`src/rtl/spi_reg_ctrl.sv`:
```
// Command/register-bus bridge behind a 32-bit word SPI slave: decodes the command word,
// streams burst writes or prefetched burst reads, and reports sticky error flags.
//
// state | meaning
// IDLE  | no SPI transaction; a leftover bus access may still be finishing
// CMD   | transaction open, waiting for the command word
// WR    | burst write: each received word becomes a bus write
// RD    | burst read: keep rd_buf filled, one fetch outstanding
module spi_reg_ctrl #(
  parameter int          AW      = 16,
  parameter int          TIMEOUT = 255,
  parameter logic [7:0]  SIG     = 8'h5A
) (
  input  logic          clk_i,
  input  logic          rst_n,
  input  logic          spi_busy,
  input  logic          spi_read,
  input  logic          spi_valid,
  input  logic [31:0]   spi_rx_data,
  output logic [31:0]   spi_tx_data,
  output logic          bus_req,
  output logic          bus_we,
  output logic [AW-1:0] bus_addr,
  output logic [31:0]   bus_wdata,
  input  logic          bus_ack,
  input  logic [31:0]   bus_rdata,
  output logic          err
);

  localparam int            TW       = $clog2(TIMEOUT + 1);
  localparam logic [TW-1:0] TMR_LOAD = TW'(TIMEOUT - 1);
  localparam logic [31:0]   POISON   = 32'hDEAD_BEEF;

  typedef enum logic [1:0] {IDLE, CMD, WR, RD} state_e;

  state_e          state_q, state_d;
  logic            pad_q, pad_d;
  logic [AW-1:0]   addr_q, addr_d;
  logic            req_q, req_d;
  logic            we_q, we_d;
  logic [31:0]     wdata_q, wdata_d;
  logic [TW-1:0]   tmr_q, tmr_d;
  logic            disc_q, disc_d;
  logic [31:0]     rdbuf_q, rdbuf_d;
  logic            rdvld_q, rdvld_d;
  logic            tout_q, tout_d;
  logic            ovr_q, ovr_d;
  logic            late_q, late_d;
  logic [31:0]     tx_q, tx_d;
  logic            err_q, err_d;
  logic [31:0]     status_w;

  assign status_w    = {SIG, 20'h0, tout_q, ovr_q, late_q, req_q};
  assign spi_tx_data = tx_q;
  assign bus_req     = req_q;
  assign bus_we      = we_q;
  assign bus_addr    = addr_q;
  assign bus_wdata   = wdata_q;
  assign err         = err_q;

  always_ff @(posedge clk_i or negedge rst_n) begin
    if (!rst_n) begin
      state_q <= IDLE;
    end else begin
      state_q <= state_d;
    end
  end

  always_ff @(posedge clk_i or negedge rst_n) begin
    if (!rst_n) begin
      pad_q   <= 1'b0;
      addr_q  <= '0;
      req_q   <= 1'b0;
      we_q    <= 1'b0;
      wdata_q <= '0;
      tmr_q   <= '0;
      disc_q  <= 1'b0;
      rdbuf_q <= '0;
      rdvld_q <= 1'b0;
      tout_q  <= 1'b0;
      ovr_q   <= 1'b0;
      late_q  <= 1'b0;
      tx_q    <= {SIG, 24'h0};
      err_q   <= 1'b0;
    end else begin
      pad_q   <= pad_d;
      addr_q  <= addr_d;
      req_q   <= req_d;
      we_q    <= we_d;
      wdata_q <= wdata_d;
      tmr_q   <= tmr_d;
      disc_q  <= disc_d;
      rdbuf_q <= rdbuf_d;
      rdvld_q <= rdvld_d;
      tout_q  <= tout_d;
      ovr_q   <= ovr_d;
      late_q  <= late_d;
      tx_q    <= tx_d;
      err_q   <= err_d;
    end
  end

  always_comb begin
    state_d = state_q;
    pad_d   = pad_q;
    addr_d  = addr_q;
    req_d   = req_q;
    we_d    = we_q;
    wdata_d = wdata_q;
    tmr_d   = tmr_q;
    disc_d  = disc_q;
    rdbuf_d = rdbuf_q;
    rdvld_d = rdvld_q;
    tout_d  = tout_q;
    ovr_d   = ovr_q;
    late_d  = late_q;
    tx_d    = tx_q;

    // An access orphaned by the end of its transaction (disc_q) completes without side effects.
    if (req_q) begin
      if (bus_ack || tmr_q == '0) begin
        req_d  = 1'b0;
        disc_d = 1'b0;
        if (!disc_q) begin
          if (bus_ack) begin
            addr_d = addr_q + AW'(1);
            if (!we_q) begin
              rdbuf_d = bus_rdata;
              rdvld_d = 1'b1;
            end
          end else begin
            tout_d = 1'b1;
            if (!we_q) begin
              rdbuf_d = POISON;
              rdvld_d = 1'b1;
              addr_d  = addr_q + AW'(1);
            end
          end
        end
      end else begin
        tmr_d = tmr_q - TW'(1);
      end
    end

    if (state_q != IDLE && !spi_busy) begin
      state_d = IDLE;
      if (req_d) disc_d = 1'b1;
    end else begin
      unique case (state_q)
        IDLE: if (spi_busy) begin
          state_d = CMD;
          pad_d   = 1'b0;
          rdvld_d = 1'b0;
          tout_d  = 1'b0;
          ovr_d   = 1'b0;
          late_d  = 1'b0;
        end
        CMD: if (spi_valid) begin
          addr_d  = spi_rx_data[AW-1:0];
          state_d = spi_rx_data[31] ? WR : RD;
        end
        WR: if (spi_valid) begin
          if (req_q) begin
            ovr_d = 1'b1;
          end else begin
            req_d   = 1'b1;
            we_d    = 1'b1;
            wdata_d = spi_rx_data;
            tmr_d   = TMR_LOAD;
          end
        end
        RD: if (!req_q && !rdvld_q) begin
          req_d = 1'b1;
          we_d  = 1'b0;
          tmr_d = TMR_LOAD;
        end
        default: state_d = IDLE;
      endcase
    end

    // Tx decision uses rd_buf as it stood before any ack landing this same cycle.
    if (spi_read) begin
      if (state_q == RD && spi_busy && pad_q) begin
        if (rdvld_q) begin
          tx_d    = rdbuf_q;
          rdvld_d = 1'b0;
        end else begin
          tx_d   = POISON;
          late_d = 1'b1;
        end
      end else begin
        tx_d = status_w;
      end
      if (state_q != IDLE) pad_d = 1'b1;
    end

    err_d = tout_d | ovr_d | late_d;
  end

endmodule

```
`config.mk`:
```
export PLATFORM = sky130hd
export DESIGN_NAME = spi_reg_ctrl
export DESIGN_NICKNAME = d
export VERILOG_FILES = /design/src/rtl/spi_reg_ctrl.sv
export SDC_FILE = /design/constraint.sdc
export NUM_CORES = 1
export LEC_CHECK = 0
export BUFFER_PORTS_ARGS = -buffer_cell sky130_fd_sc_hd__buf_2
export CORE_MARGIN = 1.5
export CORE_UTILIZATION = 30
export CTS_BUF_LIST = sky130_fd_sc_hd__clkbuf_4
export DETAILED_ROUTE_END_ITERATION = 6
export RECOVER_POWER = 50
export SETUP_SLACK_MARGIN = 0.4
export SYNTH_ARGS = -nofsm -noshare
export SYNTH_HDL_FRONTEND = slang
export SYNTH_SLANG_ARGS = --single-unit
```
`constraint.sdc`:
```
create_clock -name clk_i -period 3.8 [get_ports clk_i]
set_input_delay 0.76 -clock clk_i [delete_from_list [all_inputs] [get_ports clk_i]]
set_output_delay 0.76 -clock clk_i [all_outputs]
set_load 0.1 [all_outputs]
```
### Word-level counts from Yosys, hierarchy flattened

Index checks and enable logic that the tools add are counted.

* add/subtract/negate cells: 2
* multiply operators: 0
* divide/modulo/power cells: 0
* $lt $le $gt $ge: 0
* equality and inequality tests: 8
* shift-type cells: 0
* mux-type cells: 73
* bitwise gates (word level): 6
* reduce and logical (&&, ||, !) cells: 17

Operators by type and width (number)
* 32-bit two-way mux: 5
* 16-bit two-way mux: 8
* 8-bit two-way mux: 6
* 1-bit two-way mux: 46
* 16-bit by 1-bit adder with 16-bit output, second input constant: 1
* 8-bit case mux with 2 select lines: 1
* 8-bit zero test: 1
* 4-bit AND reduction: 2
* 8-bit by 1-bit subtractor with 8-bit output, second input constant: 1
* 2-bit two-way mux: 3
* 2-bit inequality test, second input constant: 3
* 3-bit inequality test, second input constant: 2
* 1-bit case mux with 2 select lines: 3
* 5-bit AND reduction: 1
* 2-bit equality test, second input constant: 2
* 1-bit logical AND: 4
* 1-bit NOT: 4
* 2-bit case mux with 2 select lines: 1
* 2-bit nonzero test: 2
* 1-bit zero test: 3
* 3-bit AND reduction: 1
* 3-bit nonzero test: 1
* 2-bit by 1-bit equality test with 1-bit output, second input constant: 1
* 2-bit zero test: 1
* 2 further kinds: 3

* register bits: 131
* latch bits: 0
* memory bits (writable): 0
* memory bits (read-only): 0
* input bits: 70
* output and inout bits: 83
* word-level logic and storage cells: 121
* memories: 0

### Logic depth before layout (Yosys ltp)

* word-level depth: 10
* depth in mapped cells: 9
* depth with buffers taken out: 7

### Least setup slack after synthesis

No wires, ideal clock.

* kind: register -> register
* from: register req_q (netlist: bus_req)
* to: register rdbuf_q[0]
* library setup time: 0.127 ns
* arrival time: 2.426 ns
* data required time: 3.673 ns
* slack: 1.248 ns
* stages on the path, launching flop included: 8
* path buffers: 2
* clock period less this slack: 2.552 ns
* cell sequence: dfrtp_1 or4bb_1 o21a_4 or3_4 buf_6 buf_6 nand2_1 o21ai_0

* cells in the longest elaborated chain, start to end: 1

RTL lines
* start: declaration: RTL line 39 `logic req_q, req_d;`
* start signal: assignment: RTL line 88 `req_q <= req_d;`
* 4-bit AND reduction (no line)
* end signal: assignment: RTL line 93 `rdbuf_q <= rdbuf_d;`
* end: declaration: RTL line 44 `logic [31:0] rdbuf_q, rdbuf_d;`

Every way passes these cells.
A chain may end at the register's enable or synchronous reset.

### Worst setup path after layout

* from: input port spi_busy
* to: register wdata_q[31] (netlist: bus_wdata[31])

* cells in the longest elaborated chain, start to end: 4

RTL lines
* start: declaration: RTL line 16 `input logic spi_busy,`
* 1-bit zero test: RTL line 145 `if (state_q != IDLE && !spi_busy) begin`
* 1-bit logical AND: RTL line 145
* 1-bit NOT (no line)
* 4-bit AND reduction (no line)
* end signal: assignment: RTL line 90 `wdata_q <= wdata_d;`
* end: declaration: RTL line 41 `logic [31:0] wdata_q, wdata_d;`

Every way passes these cells.

==> impl_metrics.yaml <==
outcome:
  status: "complete, but fails checks"
  failed_checks: "capacitance limit, slew limit"
routing:
  vias: 4297
  drt-initial-drc-count: 186
  via_per_inst: 4.63
  drtPass1Iterations: 6
  drtAntennaViolNets: 0
  drc: 0
  wl_per_cell_microns: 14.7
  finalWirelength_microns: 13600
floorplanning:
  die_w_microns: 142
  io_pins: 153
  row_count: 50
  die_y_microns: 142
  coreArea_sq_um: 18800
  dieArea_sq_um: 20100
  start_util: 0.308
place:
  io_buffers: 152
  hpwlAfterDp_microns: 9510
  post-place-ws_ps: 1210
  place_congestion: 0.756
clocking:
  postCtsSetupBuffers: 0
  clock-sinks: 131
  ctsHtreeMaxLevel: 4
  cts_buffer_depth: 2
  cts_resized: 0
  ctsHoldBuffers: 0
  clockRootBuffer: "clkbuf_4"
  cts_tree: "built"
  path_clk_slew_ps: 90
  cts_made_buffers: 17
  clock_latency_ps: 530
finish:
  regArea_sq_um: 3280
  multi_input_area_sq_um: 2220
  postLayoutCoreUtil: 0.371
  final_cell_mix: "buf_2 (149), dfrtp_1 (127), nand2_1 (69)"
  n_fill_cell: 1912
  final_common_cell: "buf_2"
  antennaDiodeCount: 0
  syn_to_final_growth_pct: 20.6
  final_nets: 757
  drive_gt1_frac: 0.341
worst_setup_path:
  rrSetupSlack_ps: 1120
  crit_buf_inv: 2
  cp_common_cell: "clkbuf_1"
  cp_slowest_cell: "clkbuf_1"
  cp_data_arrival_time_ps: 3280
  path_class: "in2reg"
  path_max_fanout: 33
  start_kind: "input pin"
  cp_cell_sequence: "clkbuf_1 -> nand2_1 -> nor2_1 -> and2_1 -> clkbuf_1 -> mux2_2"
  required_ps: 4200
  crit_family: "buffers and inverters"
  worstSetupEndpointType: "flop"
  max_stage_delay_ps: 1300
global_routing:
  antenna_found_initial: 0
  gr-total-overflow: 0
  track_usage: 0.142
  grt_pass1_wl_microns: 22100
  grt_max_degree: 74
  first_global_vias: 4272
timing:
  rsz0062_at_grt: "false"
  relSlewSlack: -0.497
  fin_crit_sh: 0.759
  setup_tns_ps: 0
  slew_violations: 149
  max_slew.worst_pin.slew_ps: 2250
  hold_viol_final: 0
  period_needed_ps: 2880
  fmax_mhz: 347
  layout_setup_ws_ps: 917
  fin_skew_ps: 20.9
  setup-violations-final: 0
yosys:
  ys_warn_count: 0
  netlist_instances: 533
  syn_area_sq_um: 5780
  synth.distinct_cells: 45
  synth_top_family_by_area: "simple AND/OR/NAND/NOR gates"
  yosys-mux-area-fraction: 0.0918
  synth_compound_area_frac: 0.108
  syn_nets: 606
  synthSimpleGateAreaFrac: 0.146
  synth_edf_count: 0
  postSynthAreaPerCell_sq_um: 10.8
  synth_async_sr_flop_share: 1.00
  seq_area_frac_synth: 0.568
  synth_xor_area_frac: 0.0333
  ys_ff_latch: 131
  synthAdderAreaFrac: 0.00650
  ys.flop_type: "dfrtp_1"
hold_path:
  hold_class: "in2reg"
power_and_ir_drop:
  power_density_nw_per_um2: 766
  ir_drop_uv: 641
  p_leak_nw: 3.28
job:
  cap_violations: 3
[stage by stage]
stage / total power [mW] / cells / hold slack, ps / area [sq um]
3_5_place_dp: 4.49 / 899 / 461 / 6740
3_3_place_gp: 4.46 / 899 / 456 / 6740
4_1_cts: 5.40 / 929 / 226 / 6990
2_1_floorplan: 4.03 / 533 / 444 / 5780
6_report: 5.34 / 929 / 430 / 6970
5_1_grt: 5.63 / 929 / 385 / 6970
[synth_stat cells, types with 5 or more instances]
master    number  area, sq um
mux2i_1       17          170
nand3_1       10         50.1
nor2b_1       27          169
mux2_2        32          360
clkbuf_1      16         60.1
a21oi_1       20          100
o21ai_2       17          149
nand2_1       69          259
buf_6          6         67.6
nor2_1        28          105
xor2_1        13          114
inv_1         32          120
o211ai_1       5         37.5
o21ai_0       44          220
xnor2_1        9         78.8
dfrtp_1      127         3180
[registers in the layout, summed over array words and instances (netlist names), 2 cells and up, named ones only]
name         count
bus_wdata       32
rdbuf_q         32
spi_tx_data     32
bus_addr        16
tmr_q            8
state_q          2
[final timing paths]
| kind | start | to | cells past startpoint |
|---|---|---|---|
| max | spi_busy | bus_wdata[31]$_DFFE_PN0P_ | 6 |
| max reg2reg | state_q[1]$_DFFE_PN0P_ | bus_wdata[31]$_DFFE_PN0P_ | 5 |
| min | spi_rx_data[31] | state_q[0]$_DFFE_PN0P_ | 2 |
| min reg2reg | rdbuf_q[26]$_DFFE_PN0P_ | rdbuf_q[26]$_DFFE_PN0P_ | 2 |
| max in group asynchronous | rst_n | bus_addr[3]$_DFF_PN0_ | 2 |
| min in group asynchronous | rst_n | spi_tx_data[7]$_DFFE_PN0P_ | 1 |
[where the power goes]
part           switching [mW]  internal, mW  leakage [nW]
Clock                   0.475         0.411         0.140
Combinational            1.89         0.489          1.53
Sequential              0.273          1.80          1.61
Total                    2.64          2.69          3.28
[layer usage]
layer  share of wire  vias up  track usage
met5               0        -            0
met4           0.011        0       0.0456
met3           0.070       12       0.0476
met2            0.43      148        0.217
met1            0.49     2025        0.189
li1                -     2112            -
[cell type report]
class,instances,share of cell area
clock buffer,22,0.0237
clock inverter,8,0.0126
inverter,32,0.0172
multi-input combinational,343,0.319
sequential,131,0.471
tap,234,0.0420
timing repair buffer,159,0.114
[logic make-up after synthesis]
family,after synthesis
AO/OA/AOI/OAI,100
XOR/XNOR,22
adder cells (fa/ha/maj),3
buffers and inverters,59
flip-flops,131
multiplexers,49
AND/OR/NAND/NOR,169
[worst register-to-register path, stage by stage, from the launching register on]
cell and delay (ps):
dfrtp_1 380, nand2_1 150, nor2_1 140, and2_1 130, clkbuf_1 1300, mux2_2 460
Note: power is estimated with default switching activity, not from simulation.
